--- config.mk ---
export PLATFORM = sky130hd
export DESIGN_NAME = hdmi_video_sequencer
export DESIGN_NICKNAME = d
export VERILOG_FILES = /design/src/rtl/hdmi_video_sequencer.sv
export SDC_FILE = /design/constraint.sdc
export NUM_CORES = 1
export LEC_CHECK = 0
export CAP_MARGIN = 40
export CORE_UTILIZATION = 40
export CTS_CLUSTER_DIAMETER = 50
export DETAILED_ROUTE_END_ITERATION = 6
export PLACE_DENSITY_LB_ADDON = 0.12
export SYNTH_ARGS = -nofsm -noshare
export SYNTH_HDL_FRONTEND = slang
export SYNTH_SLANG_ARGS = --single-unit
--- constraint.sdc ---
create_clock -name clk25 -period 2.35 [get_ports clk25]
set_clock_uncertainty 0.15 [all_clocks]
set_input_delay 0.705 -clock clk25 [delete_from_list [all_inputs] [get_ports clk25]]
set_output_delay 0.705 -clock clk25 [all_outputs]
set_load 0.03 [all_outputs]
--- src/rtl/hdmi_video_sequencer.sv ---
// Pixel-clock timing controller and pixel scheduler for the TMDS/DVI path.
// Counts the raster, pulls pixels on active slots and registers rgb/sync/de together.
module hdmi_video_sequencer #(
    parameter int          H_SYNC        = 96,
    parameter int          H_BP          = 48,
    parameter int          H_ACTIVE      = 640,
    parameter int          H_FP          = 16,
    parameter int          V_SYNC        = 2,
    parameter int          V_BP          = 33,
    parameter int          V_ACTIVE      = 480,
    parameter int          V_FP          = 10,
    parameter logic [23:0] UNDERFLOW_RGB = 24'hFF00FF
) (
    input  logic        clk25,
    input  logic        resetn,
    input  logic        enable,
    input  logic [23:0] pix_data,
    input  logic        pix_valid,
    output logic        pix_ready,
    output logic [23:0] rgb_out,
    output logic        de,
    output logic        hsync,
    output logic        vsync,
    output logic        frame_start,
    output logic        busy,
    output logic        underflow,
    input  logic        underflow_clr,
    output logic [10:0] hcount,
    output logic [10:0] vcount
);

    localparam logic [10:0] H_LAST   = 11'(H_SYNC + H_BP + H_ACTIVE + H_FP - 1);
    localparam logic [10:0] V_LAST   = 11'(V_SYNC + V_BP + V_ACTIVE + V_FP - 1);
    localparam logic [10:0] H_SYNC_W = 11'(H_SYNC);
    localparam logic [10:0] V_SYNC_W = 11'(V_SYNC);
    localparam logic [10:0] H_ACT_LO = 11'(H_SYNC + H_BP);
    localparam logic [10:0] H_ACT_HI = 11'(H_SYNC + H_BP + H_ACTIVE - 1);
    localparam logic [10:0] V_ACT_LO = 11'(V_SYNC + V_BP);
    localparam logic [10:0] V_ACT_HI = 11'(V_SYNC + V_BP + V_ACTIVE - 1);

    typedef enum logic [1:0] {
        IDLE,
        RUN,
        STOPPING
    } state_t;

    state_t      state;
    state_t      state_next;
    logic [10:0] hc;
    logic [10:0] vc;
    logic        running;
    logic        line_end;
    logic        frame_end;
    logic        h_act;
    logic        v_act;
    logic        active;

    assign running   = (state != IDLE);
    assign line_end  = (hc == H_LAST);
    assign frame_end = line_end && (vc == V_LAST);
    assign h_act     = (hc >= H_ACT_LO) && (hc <= H_ACT_HI);
    assign v_act     = (vc >= V_ACT_LO) && (vc <= V_ACT_HI);
    assign active    = h_act && v_act;
    assign pix_ready = running && active;
    assign busy      = running;
    assign hcount    = hc;
    assign vcount    = vc;

    always_ff @(posedge clk25) begin
        if (!resetn) begin
            state <= IDLE;
        end else begin
            state <= state_next;
        end
    end

    // A stop request only takes effect at the end of a frame, so the
    // sink never sees a truncated frame.
    always_comb begin
        state_next = state;
        unique case (state)
            IDLE: begin
                if (enable) state_next = RUN;
            end
            RUN: begin
                if (!enable) state_next = STOPPING;
            end
            STOPPING: begin
                if (enable) begin
                    state_next = RUN;
                end else if (frame_end) begin
                    state_next = IDLE;
                end
            end
            default: state_next = IDLE;
        endcase
    end

    always_ff @(posedge clk25) begin
        if (!resetn || !running) begin
            hc <= '0;
            vc <= '0;
        end else if (line_end) begin
            hc <= '0;
            vc <= (vc == V_LAST) ? 11'd0 : vc + 11'd1;
        end else begin
            hc <= hc + 11'd1;
        end
    end

    // Every output is registered from the same counter state so that
    // rgb, de and both syncs stay aligned for the encoders.
    always_ff @(posedge clk25) begin
        if (!resetn) begin
            rgb_out     <= '0;
            de          <= 1'b0;
            hsync       <= 1'b0;
            vsync       <= 1'b0;
            frame_start <= 1'b0;
            underflow   <= 1'b0;
        end else begin
            de          <= pix_ready;
            hsync       <= running && (hc < H_SYNC_W);
            vsync       <= running && (vc < V_SYNC_W);
            frame_start <= running && (hc == 11'd0) && (vc == 11'd0);
            if (pix_ready) begin
                rgb_out <= pix_valid ? pix_data : UNDERFLOW_RGB;
            end else begin
                rgb_out <= '0;
            end
            if (pix_ready && !pix_valid) begin
                underflow <= 1'b1;
            end else if (underflow_clr) begin
                underflow <= 1'b0;
            end
        end
    end

endmodule

---- After elaboration in Yosys (flattened, before gate mapping) ----
Index checks and enable logic that the tools add are counted.
word-level totals
  word-level logic and storage cells ...... 57
  bits in registers ....................... 53
  input bits .............................. 29
cells by class
  equal/unequal tests ..................... 7
  $add $sub $neg .......................... 2
  reductions and logical operators ........ 23
  multiplexer cells ....................... 9
  $lt $le $gt $ge ......................... 6
operator list
  operator                 count
  $mux W24                 1
  $add A11 B1 Y11 const B  2
  $eq A11 B10 Y1 const B   2
  $le A11 B10 Y1 const B   2
  $logic_not A11 Y1        2
  $ge A11 B6 Y1 const B    1
  $ge A11 B8 Y1 const B    1
  $lt A11 B2 Y1 const B    1
  $lt A11 B7 Y1 const B    1
  $mux W11                 1
  $logic_and A1 B1 Y1      10
  $mux W2                  4
  $pmux W2 S3              1
  $reduce_and A3 Y1        2
  $ne A2 B2 Y1 const B     2
  $reduce_bool A2 Y1       2
  $logic_not A1 Y1         3
  $ne A3 B3 Y1 const B     1
  $eq A2 B1 Y1 const B     1
  $eq A2 B2 Y1 const B     1
  $logic_not A2 Y1         1
  $mux W1                  2
  $reduce_and A2 Y1        1
  $reduce_or A2 Y1         1
  $logic_or A1 B1 Y1       1

---- Logic depth before layout (Yosys ltp) ----
  depth in word-level cells ............... 6
  mapped depth ............................ 6
  depth with buffers taken out ............ 6

---- Worst setup path after synthesis ----
OpenSTA, ideal clock, no wires.
  kind .................................... register to output
  start point ............................. reg vc[3], in the netlist vcount[3]
  end point ............................... out pix_ready
  data arrival time ....................... 2.076 ns
  path slack .............................. -0.581 ns
  path buffers ............................ 2
  stages on the path, launching flop included .. 7
  path through ............................ dfxtp_1 clkbuf_8 or4_1 o22ai_1 o311ai_4 buf_6 nor2_1
between the ends
  longest elaborated chain between the ends .. 4
  elaborated cells on any way between the ends .. 5
  those cells by class .................... 2 x order compare; 3 x reduce/logical
RTL lines
  what                                             RTL line  source
  start: declaration                               50        logic [10:0] vc;
  start signal: assignment                         105       vc <= (vc == V_LAST) ? 11'd0 : vc + 11'd1;
  $ge A11 B6 Y1 or $le A11 B10 Y1 (tied branches)  62        assign v_act = (vc >= V_ACT_LO) && (vc <= V_ACT_HI);
  $logic_and A1 B1 Y1 *                            62
  $logic_and A1 B1 Y1 *                            63        assign active = h_act && v_act;
  $logic_and A1 B1 Y1 *                            64        assign pix_ready = running && active;
  end: declaration                                 19        output logic pix_ready,
Mark *: on every way between the ends. The rest lies on a longest branch, timed or not.

---- Worst setup path in the final report ----
  start point ............................. reg vc[6], in the netlist vcount[6]
  end point ............................... out pix_ready
Same word-level chain as after synthesis.

==> reports/results.ini <==
[worst_setup_path]
rrSetupSlack_ps = 210
worst-endpoint-arrival_ps = 1730
cp_slowest_stage_delay_ps = 580
endpoint = pix_ready
reg2reg_depth = 4
startpoint_type = register
cp_slowest_cell = or4_4
cp-startpoint = vcount[6]
critical_path.top_delay_family = simple AND/OR/NAND/NOR gates
crit_required_ps = 1490
crit_chain = or4_4 > o311ai_4 > nor2_4 > buf_6
path_max_fanout = 4
r2r_start = vcount[6]
crit_cells = 4
reg2reg_to = vcount[6]
end_kind = output port
critPathKind = reg -> out
path_buf_inv = 1

[cts]
cts_root_buf = clkbuf_8
clock-sinks = 53
cts_made_buffers = 5
hold_buffers = 0
h-tree-depth = 2
tritoncts = built
clock_latency_ps = 300
cts_buffer_depth = 2
clk_pin_slew_worst_paths_ps = 90

[yosys]
synth_warnings = 0
ys_types = 38
syn_nets = 280
syn_area_per_cell_sq_um = 9.09
netlist_instances = 246
mappedNetlistArea_sq_um = 2240
yosysSeqAreaShare = 0.475
ys_seq_elements = 53

[die]
coreArea_sq_um = 5240
start_util = 0.427
die_width_um = 76.8
io_pins = 82
die_h_um = 76.8
rows = 26
dieArea_sq_um = 5890

[placement]
place.port_buffers = 81
post-dp-hpwl_um = 4240
gp_congestion = 0.781
dp_slack_ps = -454

[detailed_routing]
drt_iter0_drc = 54
routed_via_density = 4.97
drtAntennaViolNets = 0
wl_um = 5640
routedWlPerCell_um = 12.8
vias = 2184
route.detailed.drc = 0
drtPass1Iterations = 4

[sta]
slew_viol_final = 0
setup_viol = 1
fin_ws_ps = -232
period_needed_ps = 2580
worst_pin_slew_ps = 436
relSlewSlack = 0.706
hold_violations = 0
holdWs_ps = 322
max_freq_mhz = 387
timing.final.crit_share = 1.10
rsz0062_at_grt = true

[layout]
final_common_cell = clkdlybuf4s50_1
nets = 403
syn_to_final_growth_pct = 59.4
drive_gt1_frac = 0.214
mostFrequentLayoutCells = clkdlybuf4s50_1 (67), buf_4 (46), dfxtp_1 (42), nor3_1 (27), o21ai_0 (23)
nFillCells = 411
antenna_cells = 0

[global_routing]
grt_antenna_before_repair = 0
first_global_vias = 2110
grt_first_pass_wirelength_um = 9690
grt_overflow = 0
grt_max_degree = 27
grt_usage = 0.204

[pwr]
power_density_nw_per_um2 = 433
ir_worst_vdd_uv = 231
total_power_mw = 1.54
p_leak_nw = 1.49

[flow_run]
drv_cap = 0

[min_path]
holdCritPathClass = reg -> reg

[run_status]
violations = setup timing
status = finished with violations

sequential cells by signal, summed over array words and instances, names as in the netlist:
name,cells
hcount,11
hsync,1
vcount,11
vsync,1
rgb_out,24
de,1
underflow,1
state,2
frame_start,1
cells by family after synthesis:
family,Yosys count,share of synthesized area
and+or+nand+nor,109,0.268
DFF,53,0.475
AOI/OAI and AO/OA,45,0.126
buffers and inverters,22,0.0560
xor gates and xnor gates,12,0.0470
adders and majority gates,5,0.0280
per-stage QoR:
stage / TNS, ps / utilization / std cells / area (sq um)
final: -232 / 0.680 / 439 / 3560
after global routing: -288 / 0.680 / 439 / 3560
after CTS: -249 / 0.675 / 439 / 3540
after detailed placement: -454 / 0.658 / 432 / 3450
after global placement: -421 / 0.658 / 432 / 3450
after floorplan: -118 / - / 246 / 2290
cells in the mapped netlist (all sizes together):
master   n  share of area
o21ai   25          0.061
or4      5          0.020
or2      1         0.0028
and3     4          0.011
nor3b    1         0.0084
nor3    27          0.060
nand4    7          0.020
a21oi   10          0.022
xor2     6          0.024
nand2b   1         0.0028
dfxtp   53           0.47
o211ai   2         0.0067
o311ai   1          0.012
or3      7          0.021
nor2    18          0.030
and4     4          0.016
and2     1         0.0034
a21boi   1         0.0034
nand3    8          0.018
nand2   19          0.032
nor4b    1         0.0039
o31ai    1         0.0034
buf      3          0.015
xnor2    6          0.024
clkbuf   8          0.022
and4bb   1         0.0056
nand4b   2         0.0078
o311a    2         0.0090
ha       5          0.028
nor4     2         0.0056
o22ai    2         0.0056
a211oi   1         0.0034
inv     11          0.018
layout make-up:
type | instances | area (sq um) | area share
Clock buffer | 6 | 82.6 | 0.0232
Tap cell | 70 | 87.6 | 0.0246
Clock inverter | 1 | 6.26 | 0.00176
Timing Repair Buffer | 127 | 1180 | 0.332
Multi-Input combinational cell | 171 | 1090 | 0.305
Inverter | 11 | 41.3 | 0.0116
Sequential cell | 53 | 1080 | 0.302
layer usage:
metal  part of all wire  track usage  vias to the layer above
met5                  0            0                        -
met4             0.0051       0.0731                        0
met3              0.060       0.0464                        2
met2               0.47        0.333                       63
met1               0.47        0.262                      996
li1                   -            -                     1123
how the worst min path moves through the flow:
stage | from | cells after the start | to
2_1_floorplan | state[1] | 1 | state[0]
3_3_place_gp | underflow | 2 | underflow
3_5_place_dp | underflow | 2 | underflow
4_1_cts | underflow | 2 | underflow
5_1_grt | underflow | 2 | underflow
6_report | underflow | 2 | underflow
worst reg2reg max path: stages, from the launching register on:
cell	delay [ps]
dfxtp_2	330
or4_4	580
or4_4	540
o21ai_4	340
a21oi_1	80
what timing repair did:
action / 4_1_cts / 5_1_grt
pin swaps: 2 / 0
setup buffers: 0 / 0
gates resized for setup: 9 / 12
setup endpoints to repair: 3 / 12
gates cloned: 0 / 0
where the power goes:
part / total (mW) / switching [mW] / internal (mW)
Combinational: 0.127 / 0.0548 / 0.0725
Sequential: 0.904 / 0.00240 / 0.902
Clock: 0.513 / 0.279 / 0.234
Total: 1.54 / 0.336 / 1.21
No activity file was read; power rests on OpenSTA's default activity.
